===== config.mk =====
export PLATFORM = sky130hd
export DESIGN_NAME = hidden_cpu_param
export DESIGN_NICKNAME = d
export VERILOG_FILES = /design/src/rtl/hidden_cpu_pkg.sv /design/src/rtl/hidden_cpu_mul.sv /design/src/rtl/hidden_cpu_param.sv
export SDC_FILE = /design/constraint.sdc
export NUM_CORES = 1
export LEC_CHECK = 0
export ABC_AREA = 0
export BUFFER_PORTS_ARGS = -buffer_cell sky130_fd_sc_hd__buf_2
export CAP_MARGIN = 20
export CORE_MARGIN = 2
export CORE_UTILIZATION = 35
export CTS_CLUSTER_DIAMETER = 30
export CTS_CLUSTER_SIZE = 10
export DETAILED_ROUTE_END_ITERATION = 8
export PLACE_DENSITY = 0.6
export REMOVE_ABC_BUFFERS = 1
export SLEW_MARGIN = 20
export SYNTH_ARGS = -nofsm -noshare
export SYNTH_HDL_FRONTEND = slang
export SYNTH_SLANG_ARGS = --single-unit

===== constraint.sdc =====
create_clock -name clk -period 5.6 [get_ports clk]
set_input_delay 0.28 -clock clk [delete_from_list [all_inputs] [get_ports clk]]
set_output_delay 0.28 -clock clk [all_outputs]
set_load 0.05 [all_outputs]

===== src/rtl/hidden_cpu_pkg.sv =====
// Shared opcode/state types and field widths
// for the hidden_cpu accumulator core.
package hidden_cpu_pkg;

  localparam int OPC_W  = 3;
  localparam int OPND_W = 3;

  typedef enum logic [OPC_W-1:0] {
    OP_NOP = 3'b000,
    OP_SHI = 3'b001,
    OP_ST  = 3'b010,
    OP_LD  = 3'b011,
    OP_ADD = 3'b100,
    OP_SUB = 3'b101,
    OP_MUL = 3'b110,
    OP_OUT = 3'b111
  } opcode_t;

  typedef enum logic {
    S_IDLE = 1'b0,
    S_MUL  = 1'b1
  } state_t;

endpackage


===== src/rtl/hidden_cpu_mul.sv =====
// Fixed-latency shift-add multiplier: DATA_W edges
// after start, done is high with the low product on result.
module hidden_cpu_mul #(
  parameter int DATA_W = 8
) (
  input  logic              clk,
  input  logic              rst,
  input  logic              start,
  input  logic [DATA_W-1:0] a,
  input  logic [DATA_W-1:0] b,
  output logic              done,
  output logic [DATA_W-1:0] result
);

  localparam int CNT_W = $clog2(DATA_W + 1);

  logic [DATA_W-1:0] r_a;
  logic [DATA_W-1:0] r_b;
  logic [DATA_W-1:0] r_p;
  logic [CNT_W-1:0]  r_cnt;
  logic              r_busy;
  logic [DATA_W-1:0] w_sum;

  assign w_sum  = r_p + (r_b[0] ? r_a : '0);
  assign done   = r_busy && (r_cnt == CNT_W'(1));
  assign result = w_sum;

  always_ff @(posedge clk or negedge rst) begin
    if (!rst) begin
      r_a    <= '0;
      r_b    <= '0;
      r_p    <= '0;
      r_cnt  <= '0;
      r_busy <= 1'b0;
    end else if (start) begin
      r_a    <= a;
      r_b    <= b;
      r_p    <= '0;
      r_cnt  <= CNT_W'(DATA_W);
      r_busy <= 1'b1;
    end else if (r_busy) begin
      // one multiplier bit per edge, zero bits included
      r_p   <= w_sum;
      r_a   <= r_a << 1;
      r_b   <= r_b >> 1;
      r_cnt <= r_cnt - CNT_W'(1);
      if (done) r_busy <= 1'b0;
    end
  end

endmodule


===== src/rtl/hidden_cpu_param.sv =====
// Parametrised accumulator core: 8 opcodes, flop
// register file, multi-cycle MUL with ready backpressure.
module hidden_cpu_param
  import hidden_cpu_pkg::*;
#(
  parameter int DATA_W   = 8,
  parameter int NUM_REGS = 4
) (
  input  logic              clk,
  input  logic              rst,
  input  logic [5:0]        instruction,
  input  logic              instr_valid,
  output logic              instr_ready,
  output logic [DATA_W-1:0] out_bus,
  output logic              carry
);

  localparam int IDX_W = $clog2(NUM_REGS);

  if (DATA_W < 4 || DATA_W > 16) begin : g_bad_dw
    $error("hidden_cpu_param: DATA_W must be 4..16");
  end
  if (NUM_REGS != 2 && NUM_REGS != 4 && NUM_REGS != 8) begin : g_bad_nr
    $error("hidden_cpu_param: NUM_REGS must be 2, 4 or 8");
  end

  state_t            r_state;
  logic [DATA_W-1:0] r_acc;
  logic [DATA_W-1:0] r_out;
  logic              r_carry;
  logic [DATA_W-1:0] r_regs [NUM_REGS];

  opcode_t           w_op;
  logic [OPND_W-1:0] w_opnd;
  logic [IDX_W-1:0]  w_idx;
  logic [DATA_W-1:0] w_rv;
  logic              w_acc;
  logic              w_mul_start;
  logic              w_mul_done;
  logic [DATA_W-1:0] w_mul_res;

  assign w_op        = opcode_t'(instruction[5:3]);
  assign w_opnd      = instruction[OPND_W-1:0];
  assign w_idx       = w_opnd[IDX_W-1:0];
  assign w_rv        = r_regs[w_idx];
  assign instr_ready = (r_state == S_IDLE);
  assign w_acc       = instr_valid && instr_ready;
  assign w_mul_start = w_acc && (w_op == OP_MUL);
  assign out_bus     = r_out;
  assign carry       = r_carry;

  hidden_cpu_mul #(.DATA_W(DATA_W)) u_mul (
    .clk    (clk),
    .rst    (rst),
    .start  (w_mul_start),
    .a      (r_acc),
    .b      (w_rv),
    .done   (w_mul_done),
    .result (w_mul_res)
  );

  always_ff @(posedge clk or negedge rst) begin
    if (!rst) begin
      r_state <= S_IDLE;
      r_acc   <= '0;
      r_out   <= '0;
      r_carry <= 1'b0;
      for (int i = 0; i < NUM_REGS; i++) r_regs[i] <= '0;
    end else begin
      unique case (r_state)
        S_IDLE: if (w_acc) begin
          unique case (w_op)
            OP_NOP: ;
            OP_SHI: r_acc <= {r_acc[DATA_W-4:0], w_opnd};
            OP_ST:  r_regs[w_idx] <= r_acc;
            OP_LD:  r_acc <= w_rv;
            OP_ADD: {r_carry, r_acc} <= {1'b0, r_acc} + {1'b0, w_rv};
            OP_SUB: begin
              r_acc   <= r_acc - w_rv;
              r_carry <= (r_acc < w_rv);
            end
            OP_MUL: r_state <= S_MUL;
            OP_OUT: r_out <= r_acc;
          endcase
        end
        S_MUL: if (w_mul_done) begin
          r_acc   <= w_mul_res;
          r_state <= S_IDLE;
        end
      endcase
    end
  end

endmodule


==> Word level (Yosys, flattened, before mapping) <==
Cells that the tools add are included.
{ "word_totals": {"regBits": 79, "inputBits": 9, "out_inout_bits": 10, "wordCells": 69} }
{ "classes": {"add_sub_neg": 4, "order_cmp": 3, "eq_ne": 11, "muxes": 26, "bitwise": 2, "n_reduce_logical": 10} }
{ "op_table": {"columns": ["cell", "count"], "rows": [
  ["2-to-1 mux 8 bit", 12],
  ["bitwise mux 32 bit", 1],
  ["one-hot mux 8 bit (4 select lines)", 1],
  ["binary-select mux 8 bit (select 2 bit)", 1],
  ["demux 8 bit (select 2 bit)", 1],
  ["one-hot mux 8 bit (2 select lines)", 1],
  ["== test 3 bit, second input constant", 4],
  ["AND reduction 3 bit", 4],
  ["adder 8 x 8 -> 9 bit", 1],
  ["adder 8 bit", 1],
  ["less-than comparator 8 bit", 1],
  ["2-to-1 mux 4 bit", 2],
  ["subtractor 8 bit", 1],
  ["== test 3 x 2 -> 1 bit, second input constant", 2],
  ["2-to-1 mux 1 bit", 5],
  ["!= test 5 x 1 -> 1 bit, second input constant", 1],
  ["== test 4 x 1 -> 1 bit, second input constant", 1],
  ["logical AND 1 bit", 4],
  ["!= test 2 x 1 -> 1 bit, second input constant", 2],
  ["one-hot mux 1 bit (2 select lines)", 2],
  ["nonzero test 2 bit", 2],
  ["subtractor 4 x 1 -> 4 bit, second input constant", 1],
  ["== test 3 x 1 -> 1 bit, second input constant", 1],
  [">= comparator 3 bit, second input constant", 1],
  ["other kinds (3)", 3]
]} }

==> Longest topological paths before layout <==
Gate-level depths: netlist of run 1.
{ "logic_depth": {"ltp_word": 8, "mapped_depth": 11, "mapped_depth_nobuf": 10} }

==> By module <==
A second synthesis of run 1 with hierarchy kept.
{ "unflattened": {"cells_unflattened": 482, "area_unflattened_um2": 4978.5} }
{ "modules_own_cells": {"columns": ["module", "instances", "cells_per_inst", "area_each_um2"], "rows": [
  ["hidden_cpu_param", 1, 312, 3321.9],
  ["hidden_cpu_mul", 1, 170, 1656.6]
]} }

==> Least setup slack after synthesis of run 1 <==
Ideal clock, no wire load.
{ "synth_timing": {"path_type": "input to register", "from": "input port instruction[0]", "to": "register r_carry, in the netlist carry", "setup_ns": 0.125, "t_arrival_ns": 2.524, "path_slack_ns": 2.951, "stages": 10, "path_buffers": 1, "cell_sequence": "buf_6 mux4_1 ha_1 fa_1 nor2b_1 o21ai_0 a21oi_1 nor3_1 o32ai_1 mux2_2"} }
{ "synth_between": {"elab_chain_len": 6, "word_cells_on_any_way": 7, "cone_classes": "add/sub (1); order compare (1); mux (4); bitwise (1)"} }
{ "synth_rtl": {"columns": ["item", "line_no", "source"], "rows": [
  ["from (decl)", "hidden_cpu_param.sv:11", "input logic [5:0] instruction,"],
  ["NOT 2 -> 3 bit (implied by the code) *", "hidden_cpu_param.sv:45", "assign w_rv = r_regs[w_idx];"],
  ["binary-select mux 8 bit (select 2 bit) *", "hidden_cpu_param.sv:45", null],
  ["2-to-1 mux 8 bit (implied by the code) * (2 in series)", "hidden_cpu_param.sv:45", null],
  ["adder 8 x 8 -> 9 bit or less-than comparator 8 bit (tied branches)", "hidden_cpu_param.sv:77, hidden_cpu_param.sv:80", null],
  ["one-hot mux 1 bit (2 select lines) *", "hidden_cpu_param.sv:72", "unique case (w_op)"],
  ["to (signal assigned)", "hidden_cpu_param.sv:77", "OP_ADD: {r_carry, r_acc} <= {1'b0, r_acc} + {1'b0, w_rv};"],
  ["to (signal assigned)", "hidden_cpu_param.sv:80", "r_carry <= (r_acc < w_rv);"],
  ["to (decl)", "hidden_cpu_param.sv:30", "logic r_carry;"]
]} }
Mark *: on every way between the ends. The rest lies on a longest branch, timed or not. The select of a mux whose other input is x is not followed.
A chain may end at the register's enable or synchronous reset.

==> Worst setup path in the final report of run 1 <==
{ "layout_timing": {"from": "register r_regs[16] (netlist name)", "to": "register r_carry, in the netlist carry"} }
{ "layout_between": {"elab_chain_len": 5, "word_cells_on_any_way": 6, "cone_classes": "add/sub (1); order compare (1); mux (4)"} }
{ "layout_rtl": {"columns": ["item", "line_no", "source"], "rows": [
  ["from (decl)", "hidden_cpu_param.sv:31", "logic [DATA_W-1:0] r_regs [NUM_REGS];"],
  ["from (signal, indexed assignment)", "hidden_cpu_param.sv:75", "OP_ST: r_regs[w_idx] <= r_acc;"],
  ["binary-select mux 8 bit (select 2 bit) *", "hidden_cpu_param.sv:45", null],
  ["2-to-1 mux 8 bit (implied by the code) * (2 in series)", "hidden_cpu_param.sv:45", null],
  ["adder 8 x 8 -> 9 bit or less-than comparator 8 bit (tied branches)", "hidden_cpu_param.sv:77, hidden_cpu_param.sv:80", null],
  ["one-hot mux 1 bit (2 select lines) *", "hidden_cpu_param.sv:72", null]
]} }
Marks and branches as above.

==> run metrics, run 1 <==
outcome complete, but fails checks; failing checks hold timing; # hold bufs at CTS 0; kind of critical path reg -> reg; number of vias per cell 5.27; Synth-to-Final Area Change 10.7%; Peak VDD IR 300 µV; Fillers 1403; Seq cells post-synth 79; global-route total usage across every layer 0.156; Post-Syn Instances 468; R2R Path End carry; max cap viols 0; io pins 19; FMAX 0.353 GHz; CP max-delay cell mux4_1; Yosys warning count 0; Sw Pwr 1.18 mW; Sw Share 0.409; critical path's largest stage delay 630 ps; most frequent cells in the layout dfrtp_1 (79), nor2_1 (45), mux2_2 (40), a21oi_1 (35), nand2_1 (28); CTS root buffer clkbuf_16; total wire length 10.9 mm; Flop pwr share 0.347; layout cells sized above 1 0.189; die area 0.0149 mm²; n_diodes 0; CP Capture Type register; Setup crit start kind register; Syn Area/Cell 10.4 µm²; hpwl dp 7.93 mm; Antenna Nets Post-Route 0; Unique masters post-synth 63; commonest non-fill, non-tap cell in the layout dfrtp_1; worst min path class in -> async; Slew HR 0.477; final setup vio count 0; largest net degree at the start of global routing 80; # resized after CTS 0; Seq/Total Area, Yosys 0.405; CTS max path bufs 2; site row count 43; area of the multi-input gates 0.00270 mm²; Fin. Hold Viols 22; post-layout min period 2830 ps; Pwr Density 536 mW/mm²; Placer Congestion 0.877; slew at the pin closest to its max-slew limit 780 ps; final worst-path cycle share 0.506; arrival time of the worst setup path 3050 ps; Die X 122 µm; Post-synth ARST share 1.00; grt met1 use 0.213; Iter 0 DRT Violations 203; Worst Path Max Fanout 5; number of synthesized flops with an enable pin 0; Comb pwr share 0.450; critical path cell sequence mux4_1 > ha_1 > fa_1 > nor2b_1 > o21ai_0 > a21oi_1 > nor3_1 > o32ai_1 > mux2_2; RSZ-0062 raised after global routing false; Layout Nets 516; DR vias 3492; clock latency at the later pin of the worst-skew pair 330 ps; DRT Pass-1 Iters 5; Avg WL per Cell 16.5 µm; commonest register cell after synthesis dfrtp_1; total grt overflow 0; H-tree depth 3; Slew Limit Fails 0; vias in the first global route 3504; WHS -52.6 ps; r2r worst-path depth 9; clk sink count 79; first-pass GRT wire length 18.3 mm; internal power 1.71 mW; Setup TNS 0 ps; Clock power frac 0.203; M2 GR Usage 0.259; mapped cell area 0.00488 mm²; Leak 2.46 nW; Register Area 0.00198 mm²; GR met3 Demand/Resource 0.0286; initial antenna violation count 0; Initial Utilization 0.355; TritonCTS clock tree done; total CTS buffers 9; Clock Pin Slew Worst Setup and Hold Paths 60 ps; chip height 122 µm; Setup Buffers After CTS 0; skew final 7.06 ps; post-layout util 0.392; Data required, critical path 5820 ps; GRT Max-Usage Layer met2; FF-to-FF Start r_regs[16]; core region area 0.0138 mm²; DRC Markers 0; port bufs 18; flop-to-flop setup slack 2770 ps
-- layer usage --
layer  vias to the layer above  wire, µm
met1                      1726      5210
li1                       1698         -
met4                         0        71
met2                        59      5310
met3                         9       299
met5                         -         0
-- cell usage after synthesis (10+ instances only) --
library cell | number | area (µm²)
a21oi_1 | 35 | 175
buf_2 | 10 | 50.1
dfrtp_1 | 79 | 1980
ha_1 | 27 | 338
inv_1 | 20 | 75.1
mux2_2 | 40 | 450
mux2i_1 | 25 | 250
nand2_1 | 28 | 105
nor2_1 | 45 | 169
o21ai_0 | 19 | 95.1
-- critical path: cells and delay by family (launching register included) --
kind,cells,cell delay (ps)
mux,2,890
fa+ha+maj,2,650
compound gates,3,510
flops,1,380
simple gates,2,300
-- metrics by stage --
stage | cells | area [µm²] | setup slack (ps) | hold slack [ps] | total power, mW
finish | 662 | 5400 | 2770 | -52.6 | 2.89
global route | 662 | 5400 | 2580 | 53.3 | 3.11
CTS | 662 | 5400 | 2780 | 158 | 2.91
detailed placement | 646 | 5100 | 2430 | 487 | 2.31
global placement | 646 | 5100 | 2480 | 461 | 2.28
floorplan | 445 | 4750 | 3070 | -15.6 | 1.97
-- worst max path at each step --
stage | start | end | slack [ps] | cells past startpoint
floorplan | r_regs[16] | carry | 3070 | 9
global placement | instruction[0] | carry | 2480 | 10
CTS | r_regs[16] | carry | 2780 | 9
global route | r_regs[16] | carry | 2580 | 9
detailed placement | instruction[0] | carry | 2430 | 10
finish | r_regs[16] | carry | 2770 | 9
-- cells by family (layout without fill, tap and decap cells) --
kind of cell / count (synthesis) / count (layout) / share of synthesized area
muxes: 73 / 73 / 0.183
buffers and inverters: 44 / 58 / 0.0428
AOI/OAI and AO/OA: 102 / 102 / 0.134
xor gates and xnor gates: 12 / 12 / 0.0215
DFF: 79 / 79 / 0.405
and+or+nand+nor: 128 / 128 / 0.132
adders and majority gates: 30 / 30 / 0.0815
-- state kept, by name, summed over array words and instances (netlist names) --
name,flops
carry,1
r_regs,32
r_acc,8
u_mul.r_b,8
u_mul.r_a,8
r_state,1
u_mul.r_p,8
u_mul.r_busy,1
u_mul.r_cnt,4
out_bus,8
-- area by class of cell --
cell class | instances | area share
multi-input combinational | 345 | 0.500
inverter | 21 | 0.0146
tap | 180 | 0.0417
timing repair buffer | 21 | 0.0220
clock inverter | 4 | 0.0102
clock buffer | 12 | 0.0456
sequential | 79 | 0.366
-- power groups by stage --
stage	clock (mW)	combinational, mW	sequential (mW)
after floorplan	0	0.899	1.07
after global placement	0	1.28	1.00
after detailed placement	0	1.30	1.02
after CTS	0.601	1.30	1.01
after global routing	0.627	1.45	1.04
final	0.587	1.30	1.00
Note: power is estimated with default switching activity, not from simulation.
==> run 2: changes to the inputs <==
--- a/config.mk
+++ b/config.mk
@@ -5,7 +5,7 @@
 export SDC_FILE = /design/constraint.sdc
 export NUM_CORES = 1
 export LEC_CHECK = 0
-export ABC_AREA = 0
+export ABC_AREA = 1
 export BUFFER_PORTS_ARGS = -buffer_cell sky130_fd_sc_hd__buf_2
 export CAP_MARGIN = 20
 export CORE_MARGIN = 2
==> constraint.sdc (replaced) <==
create_clock -name clk -period 2.8 [get_ports clk]
set_input_delay 0.14 -clock clk [delete_from_list [all_inputs] [get_ports clk]]
set_output_delay 0.14 -clock clk [all_outputs]
set_load 0.05 [all_outputs]
==> run 2 against run 1 <==
Against the previous run:
- the run now ends clean
- fmax increased by 18%
- global-route usage increased by 3.7 points
- critical path depth increased by 7
- cell area decreased by 3.1%
- sequential power increased by 86%
- synthesized area decreased by 4.6%
- clock power increased by 89%
- die area decreased by 4.5%
- power increased by 84%
- synthesized cell count increased by 29%
- non-clock buffer count increased by 2
- combinational power increased by 79%
==> run metrics, run 2 <==
outcome finished clean; mux cell area share after synthesis 0; Post-synth ARST share 1.00; vias in the first global route 4017; commonest cells in the synthesized netlist nand2_1 (178), dfrtp_1 (79), inv_1 (73); skew final 6.49 ps; Worst Path Max Fanout 5; final worst-path cycle share 0.857; Post-Synth Simple-Gate Area 0.254; mapped cell area 0.00466 mm²; Layout Nets 664; kind of critical path reg -> reg; critical path's largest stage delay 420 ps; Yosys top cell by area dfrtp_1; final setup vio count 0; Compound-Gate Fraction of Synth Area 0.144; Antenna Nets Post-Route 0; Slew Limit Fails 0; most frequent cells in the layout nand2_1 (178), dfrtp_1 (79), inv_1 (73), nand3_1 (43), o21ai_0 (42); DRT Pass-1 Iters 5; commonest non-fill, non-tap cell in the layout nand2_1; main combinational cell family by area after synthesis simple AND/OR/NAND/NOR gates; total wire length 12.8 mm; Placer Congestion 0.913; first-pass GRT wire length 21.3 mm; chip height 119 µm; Pwr Density 1010 mW/mm²; setup ws final 400 ps; Fillers 1388; CTS root buffer clkbuf_16; Post-Place Worst Slack 201 ps; Iter 0 DRT Violations 290; post-layout min period 2400 ps; Setup crit start kind register; RSZ-0062 raised after global routing false; clk sink count 79; DRC Markers 0; commonest register cell after synthesis dfrtp_1; Seq cells post-synth 79; total CTS buffers 9; Post-Syn Instances 604; CTS max path bufs 2; Setup TNS 0 ps; slew at the pin closest to its max-slew limit 736 ps; port bufs 18; layout cells sized above 1 0.0986; Setup Buffers After CTS 0; Unique masters post-synth 37; most flop-heavy register r_regs; H-tree depth 3; clock latency at the later pin of the worst-skew pair 340 ps; ranking of synthesized cells by area dfrtp_1 (42%), nand2_1 (14%), ha_1 (7.3%); initial antenna violation count 0; Fin. Hold Viols 0; CP max-delay cell fa_1; total grt overflow 0; core region area 0.0131 mm²; Buffers & Inverters on Critical Path 0; Seq/Total Area, Yosys 0.425; critical path cell sequence nand2_1 > nand4_1 > ha_1 > fa_1 > nand2_1 > a21oi_1 > nand2_1 > nand2_1 > nand2_1 > nand2_1 > nand2_1 > nand2_1 > nand2_1 > nand2_1 > nand2_1 > nand2_1; Syn Area/Cell 7.71 µm²; design area 0.00524 mm²; most common cell in the netlist nand2_1; number of vias per cell 5.00; placed cells 789; die area 0.0142 mm²; Avg WL per Cell 15.9 µm; Data required, critical path 3040 ps; Yosys warning count 0; global-route total usage across every layer 0.193; worst min path class in -> reg; hpwl dp 9.34 mm; Peak VDD IR 581 µV; number of flip-flops in the largest register 32; dpl cell area 0.00495 mm²; max cap viols 0; io pins 19; Synth Area in XOR/XNOR 0.0132; site row count 42; number of synthesized flops with an enable pin 0; Die X 119 µm; n_diodes 0; Synth-to-Final Area Change 12.4%; Adder-Cell Fraction of Synth Area 0.0854; CP Capture Type register; DR vias 4026; top-area cell type share of the netlist area 0.425; Layout Cells excl Fill 805; arrival time of the worst setup path 2640 ps; critical path's top delay family simple AND/OR/NAND/NOR gates; Slew HR 0.509; Clock Pin Slew Worst Setup and Hold Paths 60 ps; TritonCTS clock tree done; largest net degree at the start of global routing 80; Leak 2.67 nW; most frequent CP cell nand2_1; FMAX 0.417 GHz; Initial Utilization 0.354
run 2: tightest hold or removal path, stage by stage:
cell and delay, ps:
buf_2 90, nand2_1 50, nand3_1 80, o21ai_1 60
o21ai_0 60
run 2: kinds of logic (layout without fill, tap and decap cells):
family / count (synthesis) / in the layout
buffers and inverters: 96 / 121
adder cells (fa/ha/maj): 30 / 30
AO/OA/AOI/OAI: 116 / 116
flip-flops: 79 / 79
AND/OR/NAND/NOR: 276 / 276
XOR/XNOR: 7 / 7
run 2: power breakdown:
| group | switching, mW | leakage [nW] | internal (mW) |
|---|---|---|---|
| combinational | 1.61 | 1.50 | 0.724 |
| sequential | 0.339 | 1.04 | 1.52 |
| clock | 0.471 | 0.138 | 0.643 |
run 2: path summary, 6_finish.rpt:
| check | startpoint | end | slack (ps) | depth (start not counted) |
|---|---|---|---|---|
| max in group asynchronous | rst | r_regs[19] | 1880 | 2 |
| worst max register to register | r_regs[0] | carry | 400 | 16 |
| worst min register to register | r_regs[19] | r_regs[19] | 490 | 2 |
| min in group asynchronous | rst | u_mul.r_p[4] | 400 | 2 |
| worst max-delay path | r_regs[0] | carry | 400 | 16 |
| worst min-delay path | instruction[2] | r_acc[2] | 170 | 5 |
run 2: routing by layer:
layer | wire length, µm | up-vias | part of all wire | track usage
li1 | - | 2008 | - | -
met1 | 6200 | 1897 | 0.48 | 0.265
met2 | 5770 | 102 | 0.45 | 0.304
met4 | 259 | 0 | 0.020 | 0.0625
met3 | 590 | 19 | 0.046 | 0.0426
met5 | 0 | - | 0 | 0
run 2: per-stage QoR:
stage                     hold WS (ps)  power (mW)  utilization
after floorplan                   -156        3.46            -
after global placement             376        4.16        0.376
after detailed placement           388        4.20        0.376
after CTS                         19.7        5.33        0.397
after global routing               208        5.73        0.398
final                              172        5.31        0.398
run 2: area by class of cell:
type	count	area, µm²	area share
Sequential cell	79	1980	0.378
Inverter	83	312	0.0595
Timing Repair Buffer	23	136	0.0261
Clock inverter	3	18.8	0.00359
Multi-Input combinational cell	429	2310	0.442
Clock buffer	12	256	0.0490
Tap cell	176	220	0.0421
run 2: repair_timing:
action                                 in CTS  in global routing
setup endpoints to repair                   0                  0
hold buffers                                0                  1
endpoints found under the hold margin       0                 79
resized for setup                           0                  0
==> run 3: changes to the inputs <==
--- a/config.mk
+++ b/config.mk
@@ -8,12 +8,13 @@
 export ABC_AREA = 1
 export BUFFER_PORTS_ARGS = -buffer_cell sky130_fd_sc_hd__buf_2
 export CAP_MARGIN = 20
-export CORE_MARGIN = 2
+export CELL_PAD_IN_SITES_DETAIL_PLACEMENT = 1
+export CELL_PAD_IN_SITES_GLOBAL_PLACEMENT = 1
 export CORE_UTILIZATION = 35
 export CTS_CLUSTER_DIAMETER = 30
 export CTS_CLUSTER_SIZE = 10
 export DETAILED_ROUTE_END_ITERATION = 8
-export PLACE_DENSITY = 0.6
+export PLACE_DENSITY = 0.73
 export REMOVE_ABC_BUFFERS = 1
 export SLEW_MARGIN = 20
 export SYNTH_ARGS = -nofsm -noshare
==> run 3 against run 2 <==
Against the previous run:
- routed wire length up 13%
- power up 7.0%
- first-iteration DRC count down 27%
- combinational power up 4%
- highest routed layer unchanged
- via count up 3.9%
- cell area up 1.4%
- sequential power about the same
- core utilization up 1.7 points
==> run metrics, run 3 (same netlist as run 2, synthesis figures left out) <==
outcome finished clean; max cap viols 0; H-tree depth 3; layout cells sized above 1 0.103; area of the multi-input gates 0.00231 mm²; DRT Pass-1 Iters 7; Die X 117 µm; worst min path class in -> reg; Slew Limit Fails 0; skew final 9.58 ps; Placer Congestion 0.867; Peak VDD IR 465 µV; Synth-to-Final Area Change 14.0%; core region area 0.0128 mm²; site row count 41; clock latency at the later pin of the worst-skew pair 350 ps; CTS root buffer clkbuf_16; first-pass GRT wire length 23.6 mm; largest net degree at the start of global routing 80; Avg WL per Cell 18.1 µm; port bufs 18; R2R Path End carry; most frequent CP cell nand2_1; clk sink count 79; slew at the pin closest to its max-slew limit 747 ps; n_diodes 0; io pins 19; Worst Path Max Fanout 5; Setup Buffers After CTS 0; total grt overflow 0; Iter 0 DRT Violations 213; global-route total usage across every layer 0.223; CTS max path bufs 2; Worst Min Path Start instruction[2]; Data required, critical path 3040 ps; Leak 2.71 nW; FF-to-FF Start r_regs[24]; initial antenna violation count 0; die area 0.0138 mm²; hpwl dp 10.7 mm; RSZ-0062 raised after global routing false; arrival time of the worst setup path 2710 ps; Fin. Hold Viols 0; CP max-delay cell fa_1; Setup TNS 0 ps; Hold Crit Depth 5; number of flip-flops in the largest register 32; Slew HR 0.502; Pwr Density 1070 mW/mm²; final worst-path cycle share 0.883; Hold Path Sink r_acc[2]; r2r worst-path depth 16; most frequent cells in the layout nand2_1 (178), dfrtp_1 (79), inv_1 (73), nand3_1 (43), o21ai_0 (42); commonest non-fill, non-tap cell in the layout nand2_1; FMAX 0.404 GHz; Initial Utilization 0.365; critical path's top delay family simple AND/OR/NAND/NOR gates; post-layout min period 2470 ps; chip height 117 µm; total CTS buffers 9; TritonCTS clock tree done; Layout Nets 665; DR vias 4184; CP Capture Type register; Clock Pin Slew Worst Setup and Hold Paths 60 ps; flop-to-flop setup slack 330 ps; Fillers 1614; critical path cell sequence nand2_1 > nand4_1 > ha_1 > fa_1 > nand2_1 > a21oi_1 > nand2_1 > nand2_1 > nand2_1 > nand2_1 > nand2_1 > nand2_1 > nand2_1 > nand2_1 > nand2_1 > nand2_1; Antenna Nets Post-Route 0; kind of critical path reg -> reg; critical path's largest stage delay 420 ps; total wire length 14.5 mm; final setup vio count 0; Setup crit start kind register; Register Area 0.00198 mm²; vias in the first global route 4439; Buffers & Inverters on Critical Path 0; most flop-heavy register r_regs; number of vias per cell 5.21; DRC Markers 0; post-layout util 0.416
==> run 3: changes by cell type in the layout (fill, tap and decap cells not counted) <==
cell       change
bufinv_16      +3
clkinv_4       +2
buf_4          +1
clkbuf_1       -1
clkbuf_8       -2
clkinv_2       -1
==> run 3: routing by layer <==
layer	GRT usage	vias up	wire, µm
li1	-	2010	-
met1	0.286	2085	6500
met2	0.376	73	7240
met3	0.0379	16	502
met4	0.0787	0	289
met5	0	-	0
==> run 3: per-stage QoR <==
step / std cells / hold WS, ps / power, mW / setup WS (ps) / cell area (µm²)
final: 803 / 204 / 5.68 / 327 / 5310
after global routing: 803 / 217 / 6.09 / 204 / 5310
after CTS: 802 / 21.9 / 5.73 / 349 / 5300
after detailed placement: 786 / 391 / 4.31 / 108 / 4950
after global placement: 786 / 376 / 4.21 / 154 / 4950
after floorplan: 591 / -156 / 3.46 / 493 / 4600
==> run 3: cell type report <==
class | instances | area share
multi-input cells | 429 | 0.436
flip-flops and latches | 79 | 0.372
inverters | 83 | 0.0587
clock buffers | 9 | 0.0424
well taps | 172 | 0.0405
repair buffers | 24 | 0.0271
clock inverters | 7 | 0.0229
==> run 3: worst max path at each step <==
stage / from / endpoint / slack [ps] / cells after the start
2_1_floorplan: r_state / u_mul.r_b[7] / 490 / 8
3_3_place_gp: instruction[1] / carry / 150 / 17
3_5_place_dp: instruction[1] / carry / 110 / 17
4_1_cts: r_regs[0] / carry / 350 / 16
5_1_grt: r_regs[0] / carry / 200 / 14
6_report: r_regs[24] / carry / 330 / 16
==> run 3: what timing repair did <==
action / CTS / global route
endpoints found under the setup margin: 0 / 0
hold buffers: 0 / 1
endpoints found under the hold margin: 0 / 79
resized for setup: 0 / 0
==> run 3: worst reg2reg max path: stages (launching register included) <==
cell and delay (ps):
dfrtp_1 390, nand2_1 80, nand4_1 280, ha_1 340, fa_1 420, nand2_1 120, a21oi_1 110, nand2_1 100
nand2_1 60, nand2_1 80, nand2_1 70, nand2_1 70, nand2_1 50, nand2_1 50, nand2_1 50, nand2_1 50
nand2_1 40
==> run 3: power breakdown <==
part | switching, mW | total [mW] | internal (mW) | leakage, nW
Clock | 0.502 | 1.38 | 0.874 | 0.170
Combinational | 1.69 | 2.42 | 0.736 | 1.50
Sequential | 0.362 | 1.89 | 1.52 | 1.04
Total | 2.55 | 5.68 | 3.13 | 2.71
